--- src/rtl/lvt_controller.sv ---
// Live-value-table controller for a two-bank, two-read-port register file: it tracks which bank holds each entry.
// Define LVT_BYPASS_EN for write-first selector reads; the default build reads first.
module lvt_controller #(
    parameter int ADDR_WIDTH  = 4,
    parameter int ENTRY_WIDTH = 1
) (
    input  logic                   clk_i,
    input  logic                   rst_i,
    input  logic                   we0_i,
    input  logic [ADDR_WIDTH-1:0]  waddr0_i,
    input  logic                   we1_i,
    input  logic [ADDR_WIDTH-1:0]  waddr1_i,
    input  logic [ADDR_WIDTH-1:0]  raddr0_i,
    input  logic [ADDR_WIDTH-1:0]  raddr1_i,
    output logic [ENTRY_WIDTH-1:0] sel0_o,
    output logic [ENTRY_WIDTH-1:0] sel1_o,
    output logic                   init_we_o,
    output logic [ADDR_WIDTH-1:0]  init_addr_o,
    output logic                   ready_o,
    output logic                   collision_o
);

    localparam int DEPTH = 1 << ADDR_WIDTH;
    localparam logic [ENTRY_WIDTH-1:0] BANK_0 = '0;
    localparam logic [ENTRY_WIDTH-1:0] BANK_1 = ENTRY_WIDTH'(1);

    typedef enum logic {INIT, RUN} state_t;

    state_t                 state;
    logic [ADDR_WIDTH-1:0]  cnt;
    logic [ENTRY_WIDTH-1:0] tbl [DEPTH];
    logic [ENTRY_WIDTH-1:0] rd0;
    logic [ENTRY_WIDTH-1:0] rd1;

    assign init_addr_o = cnt;

`ifdef LVT_BYPASS_EN
    // Forward this cycle's writes to the read ports; port 1 is applied last so it wins.
    always_comb begin
        rd0 = tbl[raddr0_i];
        rd1 = tbl[raddr1_i];
        if (we0_i && (waddr0_i == raddr0_i)) rd0 = BANK_0;
        if (we1_i && (waddr1_i == raddr0_i)) rd0 = BANK_1;
        if (we0_i && (waddr0_i == raddr1_i)) rd1 = BANK_0;
        if (we1_i && (waddr1_i == raddr1_i)) rd1 = BANK_1;
    end
`else
    always_comb begin
        rd0 = tbl[raddr0_i];
        rd1 = tbl[raddr1_i];
    end
`endif

    // The table has no reset; the INIT sweep clears it one entry per cycle.
    always_ff @(posedge clk_i) begin
        if (rst_i) begin
            state       <= INIT;
            cnt         <= '0;
            ready_o     <= 1'b0;
            init_we_o   <= 1'b1;
            sel0_o      <= BANK_0;
            sel1_o      <= BANK_0;
            collision_o <= 1'b0;
        end else begin
            case (state)
                INIT: begin
                    tbl[cnt]    <= BANK_0;
                    sel0_o      <= BANK_0;
                    sel1_o      <= BANK_0;
                    collision_o <= 1'b0;
                    if (cnt == '1) begin
                        state     <= RUN;
                        ready_o   <= 1'b1;
                        init_we_o <= 1'b0;
                    end else begin
                        cnt <= cnt + ADDR_WIDTH'(1);
                    end
                end
                RUN: begin
                    // Port 1 write follows port 0 so it wins on an address collision.
                    if (we0_i) tbl[waddr0_i] <= BANK_0;
                    if (we1_i) tbl[waddr1_i] <= BANK_1;
                    sel0_o      <= rd0;
                    sel1_o      <= rd1;
                    collision_o <= we0_i && we1_i && (waddr0_i == waddr1_i);
                end
                default: state <= INIT;
            endcase
        end
    end

endmodule

--- config.mk ---
export PLATFORM = sky130hd
export DESIGN_NAME = lvt_controller
export DESIGN_NICKNAME = d
export VERILOG_FILES = /design/src/rtl/lvt_controller.sv
export SDC_FILE = /design/constraint.sdc
export NUM_CORES = 1
export LEC_CHECK = 0
export BUFFER_PORTS_ARGS = -buffer_cell sky130_fd_sc_hd__buf_2
export CORE_MARGIN = 2
export CORE_UTILIZATION = 61
export CTS_BUF_LIST = sky130_fd_sc_hd__clkbuf_8
export DETAILED_ROUTE_END_ITERATION = 16
export HOLD_SLACK_MARGIN = 0.02
export PLACE_DENSITY = 0.87
export SYNTH_ARGS = -nofsm -noshare
export SYNTH_HDL_FRONTEND = slang
export SYNTH_SLANG_ARGS = --single-unit
--- constraint.sdc ---
create_clock -name clk_i -period 2 [get_ports clk_i]
set_input_delay 0.1 -clock clk_i [delete_from_list [all_inputs] [get_ports clk_i]]
set_output_delay 0.1 -clock clk_i [all_outputs]
set_load 0.02 [all_outputs]
==> results of run 1 <==
[tightest hold or removal path: cells and delay by family]
| family | cells | cell delay, ns |
|---|---|---|
| buf+inv | 1 | 0.11 |
| compound gates | 2 | 0.13 |
[synthesized netlist by cell type, types with 3 or more instances]
library cell / number / area (µm²)
o221ai_1: 3 / 26.3
a32oi_1: 6 / 52.6
mux4_2: 3 / 67.6
nor3_1: 5 / 25.0
a21oi_1: 6 / 30.0
mux2_2: 3 / 33.8
inv_1: 21 / 78.8
nor2_1: 8 / 30.0
dfxtp_1: 26 / 521
clkbuf_1: 4 / 15.0
xor2_1: 4 / 35.0
nand2b_1: 5 / 31.3
o21ai_0: 11 / 55.1
mux2i_1: 7 / 70.1
o2111ai_1: 5 / 43.8
nor2b_1: 8 / 50.1
nand2_1: 16 / 60.1
[report_power, final]
part / internal, µW / switching [µW]
clock: 135 / 165
sequential: 542 / 32.9
combinational: 87.3 / 106
[flip-flops by register name (all words and copies together), names as in the netlist]
name and flops:
state 1, sel0_o 1, init_addr_o 4, collision_o 1, sel1_o 1, init_we_o 1
ready_o 1, tbl 16
[area by class of cell]
cell class | count | area [µm²]
well taps | 30 | 37.5
inverters | 21 | 78.8
clock buffers | 3 | 41.3
flip-flops and latches | 26 | 520
multi-input cells | 121 | 887
repair buffers | 28 | 140
fillers | 193 | 727
[path summary, 6_finish.rpt]
kind	cells past startpoint	end
max	4	tbl[4]$_DFF_P_
min	3	sel1_o$_SDFF_PP0_
max reg2reg	4	tbl[4]$_DFF_P_
min reg2reg	1	init_we_o$_SDFFE_PP1P_
[kinds of logic after synthesis]
logic type / Yosys count / synth area share
AND/OR/NAND/NOR: 55 / 0.196
AO/OA/AOI/OAI: 45 / 0.212
buffers and inverters: 28 / 0.0809
flip-flops: 26 / 0.340
multiplexers: 14 / 0.129
XOR/XNOR: 6 / 0.0343
adder cells (fa/ha/maj): 1 / 0.00817
[through the flow]
stage	hold WS (ns)	instance area (µm²)	worst slack, ns	util
3_5_place_dp	0.404	1660	0.402	0.684
2_1_floorplan	0.246	1530	0.544	-
4_1_cts	0.119	1710	0.328	0.701
5_1_grt	0.115	1710	0.217	0.701
6_report	0.110	1710	0.297	0.701
3_3_place_gp	0.405	1660	0.525	0.684
[routing by layer]
metal	up-vias	track usage	share of wire
met5	-	0	0
met4	0	0.125	0.033
met3	14	0.0417	0.066
met2	76	0.508	0.50
met1	687	0.315	0.40
li1	685	-	-
==> flow_summary.ini, run 1 <==
[global_route]
grt_pass1_vias = 1362
antenna_found_initial = 0
grtUsageTotal = 0.278
grt_max_degree = 16
grt_pass1_wl_um = 5910
globalRoute.totalOverflow = 0

[synth]
yosysWarnings = 0
synth_nets = 196
synthCells = 175
async_reset_ff_frac = 0
synth_cell_types = 42
synthFlopType = dfxtp_1
ys_seq_elements = 26
synth_enable_flop_cells = 0
syn-cell-area_um2 = 1530
yosysSeqAreaShare = 0.340
syn_area_per_cell_um2 = 8.75

[route]
drt_iter0_drc = 65
ant_nets = 0
dr_total_vias = 1462
wire_per_inst_um = 16.4
drt_pre_antenna_iters = 4
drc_errors = 0
drt-vias-per-instance = 6.38
routed_wl_um = 3760

[cells_and_area]
instances_no_fill = 229
mostFrequentLayoutCells = buf_2, dfxtp_1, inv_1
syn_to_final_growth_pct = 11.4
final_nets = 222
n_antenna_cell = 0
final_common_cell = buf_2
drive_gt1_frac = 0.206

[floorplanning]
core_area_um2 = 2430
die_h_um = 54.1
dieArea_um2 = 2930
start_util = 0.630
pin_count = 29
die_w_um = 54.1
rows = 18

[critical_path]
reg2reg_slack_ns = 0.30
rr_startpoint = state$_SDFF_PP0_
crit_family = flip-flops
worst-path-buf-inv = 0
cp-end-kind = flop
critical-path-slowest-cell = dfxtp_1
start_kind = flop
crit_fanout = 10
crit_start = state$_SDFF_PP0_
worst_ep_required_time_ns = 2.15
cp.arrival_ns = 1.86
crit_chain = nand3b_4 > mux2i_1 > o41ai_1 > nand2_1
max_stage_delay_ns = 0.54
path_class = reg2reg

[sta]
post-route-period-util = 0.852
drv_slew = 0
max_freq_mhz = 587
skew_ns = 0.00238
worst_pin_slew_ns = 0.551
finalHoldViolCount = 0
timing.slew.headroom = 0.622
setup_viol = 0
tns_ns = 0
period_needed_ns = 1.70
rsz0062_at_grt = no

[cts]
root_buffer = clkbuf_8
cts_resized = 0
clk_pin_slew_ns = 0.09
cts_made_buffers = 3
cts_setup_buffers = 0
clock_path_buffers = 2
cts_sinks = 26
htree_levels = 1
cts_tree = yes
insertion_delay_ns = 0.27
cts_hold_buf = 0

[hold_path]
holdCritStartpoint = raddr1_i[3]
worstHoldPathType = in2reg

[placed_design]
dp_cells = 226
io_buffers = 28
globalplace.congestion = 0.870
detailed_place_hpwl_um = 2820

[job]
max-cap-violations = 0

[pwr]
finalPower_uw = 1070
leakagePower_uw = 0.000842
ir_worst_vdd_v = 0.000595
power_density_nw_per_um2 = 626

[status]
status = finished clean
Note: power is estimated with default switching activity, not from simulation.
==> run 2: changes to the inputs <==
--- a/config.mk
+++ b/config.mk
@@ -6,12 +6,14 @@
 export NUM_CORES = 1
 export LEC_CHECK = 0
 export BUFFER_PORTS_ARGS = -buffer_cell sky130_fd_sc_hd__buf_2
+export CELL_PAD_IN_SITES_DETAIL_PLACEMENT = 0
+export CELL_PAD_IN_SITES_GLOBAL_PLACEMENT = 1
 export CORE_MARGIN = 2
-export CORE_UTILIZATION = 61
+export CORE_UTILIZATION = 46
 export CTS_BUF_LIST = sky130_fd_sc_hd__clkbuf_8
 export DETAILED_ROUTE_END_ITERATION = 16
 export HOLD_SLACK_MARGIN = 0.02
-export PLACE_DENSITY = 0.87
+export PLACE_DENSITY_LB_ADDON = 0.1
 export SYNTH_ARGS = -nofsm -noshare
 export SYNTH_HDL_FRONTEND = slang
 export SYNTH_SLANG_ARGS = --single-unit
==> flow_summary.ini, run 2 (synthesis gave the netlist of run 1 again) <==
[cts]
clock_path_buffers = 2
root_buffer = clkbuf_8
cts_sinks = 26
cts_made_buffers = 3
cts_setup_buffers = 0
cts_resized = 0
insertion_delay_ns = 0.26
cts_hold_buf = 0
cts_tree = yes
htree_levels = 1
clk_pin_slew_ns = 0.09

[critical_path]
cp.arrival_ns = 1.82
crit_family = flip-flops
crit_chain = nand3b_4 > mux2i_1 > nor3b_2 > o21ai_0
worst-path-buf-inv = 0
worst_ep_required_time_ns = 2.14
start_kind = flop
cp-end-kind = flop
rr_startpoint = state$_SDFF_PP0_
r2r_end = tbl[2]$_DFF_P_
rr_worst_depth = 4
reg2reg_slack_ns = 0.32
critical-path-slowest-cell = dfxtp_1
crit_fanout = 10
max_stage_delay_ns = 0.55
cp.depth = 4
path_class = reg2reg

[global_route]
grt_max_degree = 16
grt_pass1_wl_um = 6090
grt_pass1_vias = 1326
grtUsageTotal = 0.217
globalRoute.totalOverflow = 0
antenna_found_initial = 0

[sta]
finalHoldViolCount = 0
worst_slack_ns = 0.320
drv_slew = 0
worst_pin_slew_ns = 0.536
tns_ns = 0
setup_viol = 0
timing.slew.headroom = 0.632
period_needed_ns = 1.68
max_freq_mhz = 595
skew_ns = 0.00139
post-route-period-util = 0.840
rsz0062_at_grt = no

[route]
dr_total_vias = 1423
drc_errors = 0
drt-vias-per-instance = 5.86
ant_nets = 0
routed_wl_um = 3800
drt_pre_antenna_iters = 5
wire_per_inst_um = 15.6
drt_iter0_drc = 64

[cells_and_area]
drive_gt1_frac = 0.206
multi_input_comb_area_um2 = 887
final_common_cell = buf_2
final_nets = 222
syn_to_final_growth_pct = 12.5
n_fill_cell = 327
n_antenna_cell = 0
largest_reg_flops = 16
seq_area_um2 = 520
regMostFlops = tbl
mostFrequentLayoutCells = buf_2, dfxtp_1, inv_1

[pwr]
leakagePower_uw = 0.000842
p_sw_uw = 292
clock_power_share = 0.276
pwr-share-comb = 0.183
power.internal_uw = 764
seqPwrFrac = 0.542
p_sw_frac = 0.277
power_density_nw_per_um2 = 613
ir_worst_vdd_v = 0.000310

[placed_design]
globalplace.congestion = 0.773
io_buffers = 28
preCtsSetupSlack_ns = 0.356
detailed_place_hpwl_um = 2920

[floorplanning]
rows = 20
pin_count = 29
dieArea_um2 = 3810
start_util = 0.494
die_w_um = 61.7
die_h_um = 61.7
core_area_um2 = 3100

[hold_path]
worstHoldPathType = in2reg
min_path_cells = 3
holdPathEnd = sel1_o$_SDFF_PP0_
holdCritStartpoint = raddr1_i[3]

[job]
max-cap-violations = 0

[status]
status = finished clean
run 2: cell type report:
type	instances	share of cell area
timing repair buffer	28	0.0813
sequential	26	0.302
inverter	21	0.0458
tap	44	0.0320
clock buffer	3	0.0240
multi-input combinational	121	0.515
run 2: worst max-delay path by stage:
stage	from	endpoint	slack (ns)
after floorplan	init_addr_o[0]$_SDFFE_PP0P_	init_addr_o[3]$_SDFFE_PP0P_	0.54
after global placement	state$_SDFF_PP0_	tbl[1]$_DFF_P_	0.45
after detailed placement	state$_SDFF_PP0_	tbl[2]$_DFF_P_	0.36
after CTS	state$_SDFF_PP0_	tbl[2]$_DFF_P_	0.33
after global routing	state$_SDFF_PP0_	tbl[2]$_DFF_P_	0.08
final	state$_SDFF_PP0_	tbl[2]$_DFF_P_	0.32
run 2: metal layers:
metal  vias up  share of wire  global-route usage
met5         -              0                   0
met4         0          0.015              0.0669
met3         6          0.055              0.0331
met2        39           0.50               0.373
met1       692           0.43               0.280
li1        686              -                   -
run 2: per-stage QoR:
step	hold WS, ns	utilization	power (µW)	area, µm²	std cells
after CTS	0.122	0.555	1060	1720	243
after detailed placement	0.408	0.542	776	1680	240
after global placement	0.397	0.542	767	1680	240
final	0.121	0.555	1060	1720	243
after global routing	0.134	0.555	1110	1720	243
after floorplan	0.246	-	707	1530	175
run 2: power groups by stage:
stage	registers (µW)	logic, µW	clock network [µW]
6_report	572	193	291
5_1_grt	576	215	324
4_1_cts	571	193	299
3_5_place_dp	584	192	0
3_3_place_gp	582	185	0
2_1_floorplan	581	127	0
run 2: tightest hold or removal path, stage by stage:
cell and delay [ns]:
buf_2 0.10, o2111ai_1 0.08, a21boi_2 0.06
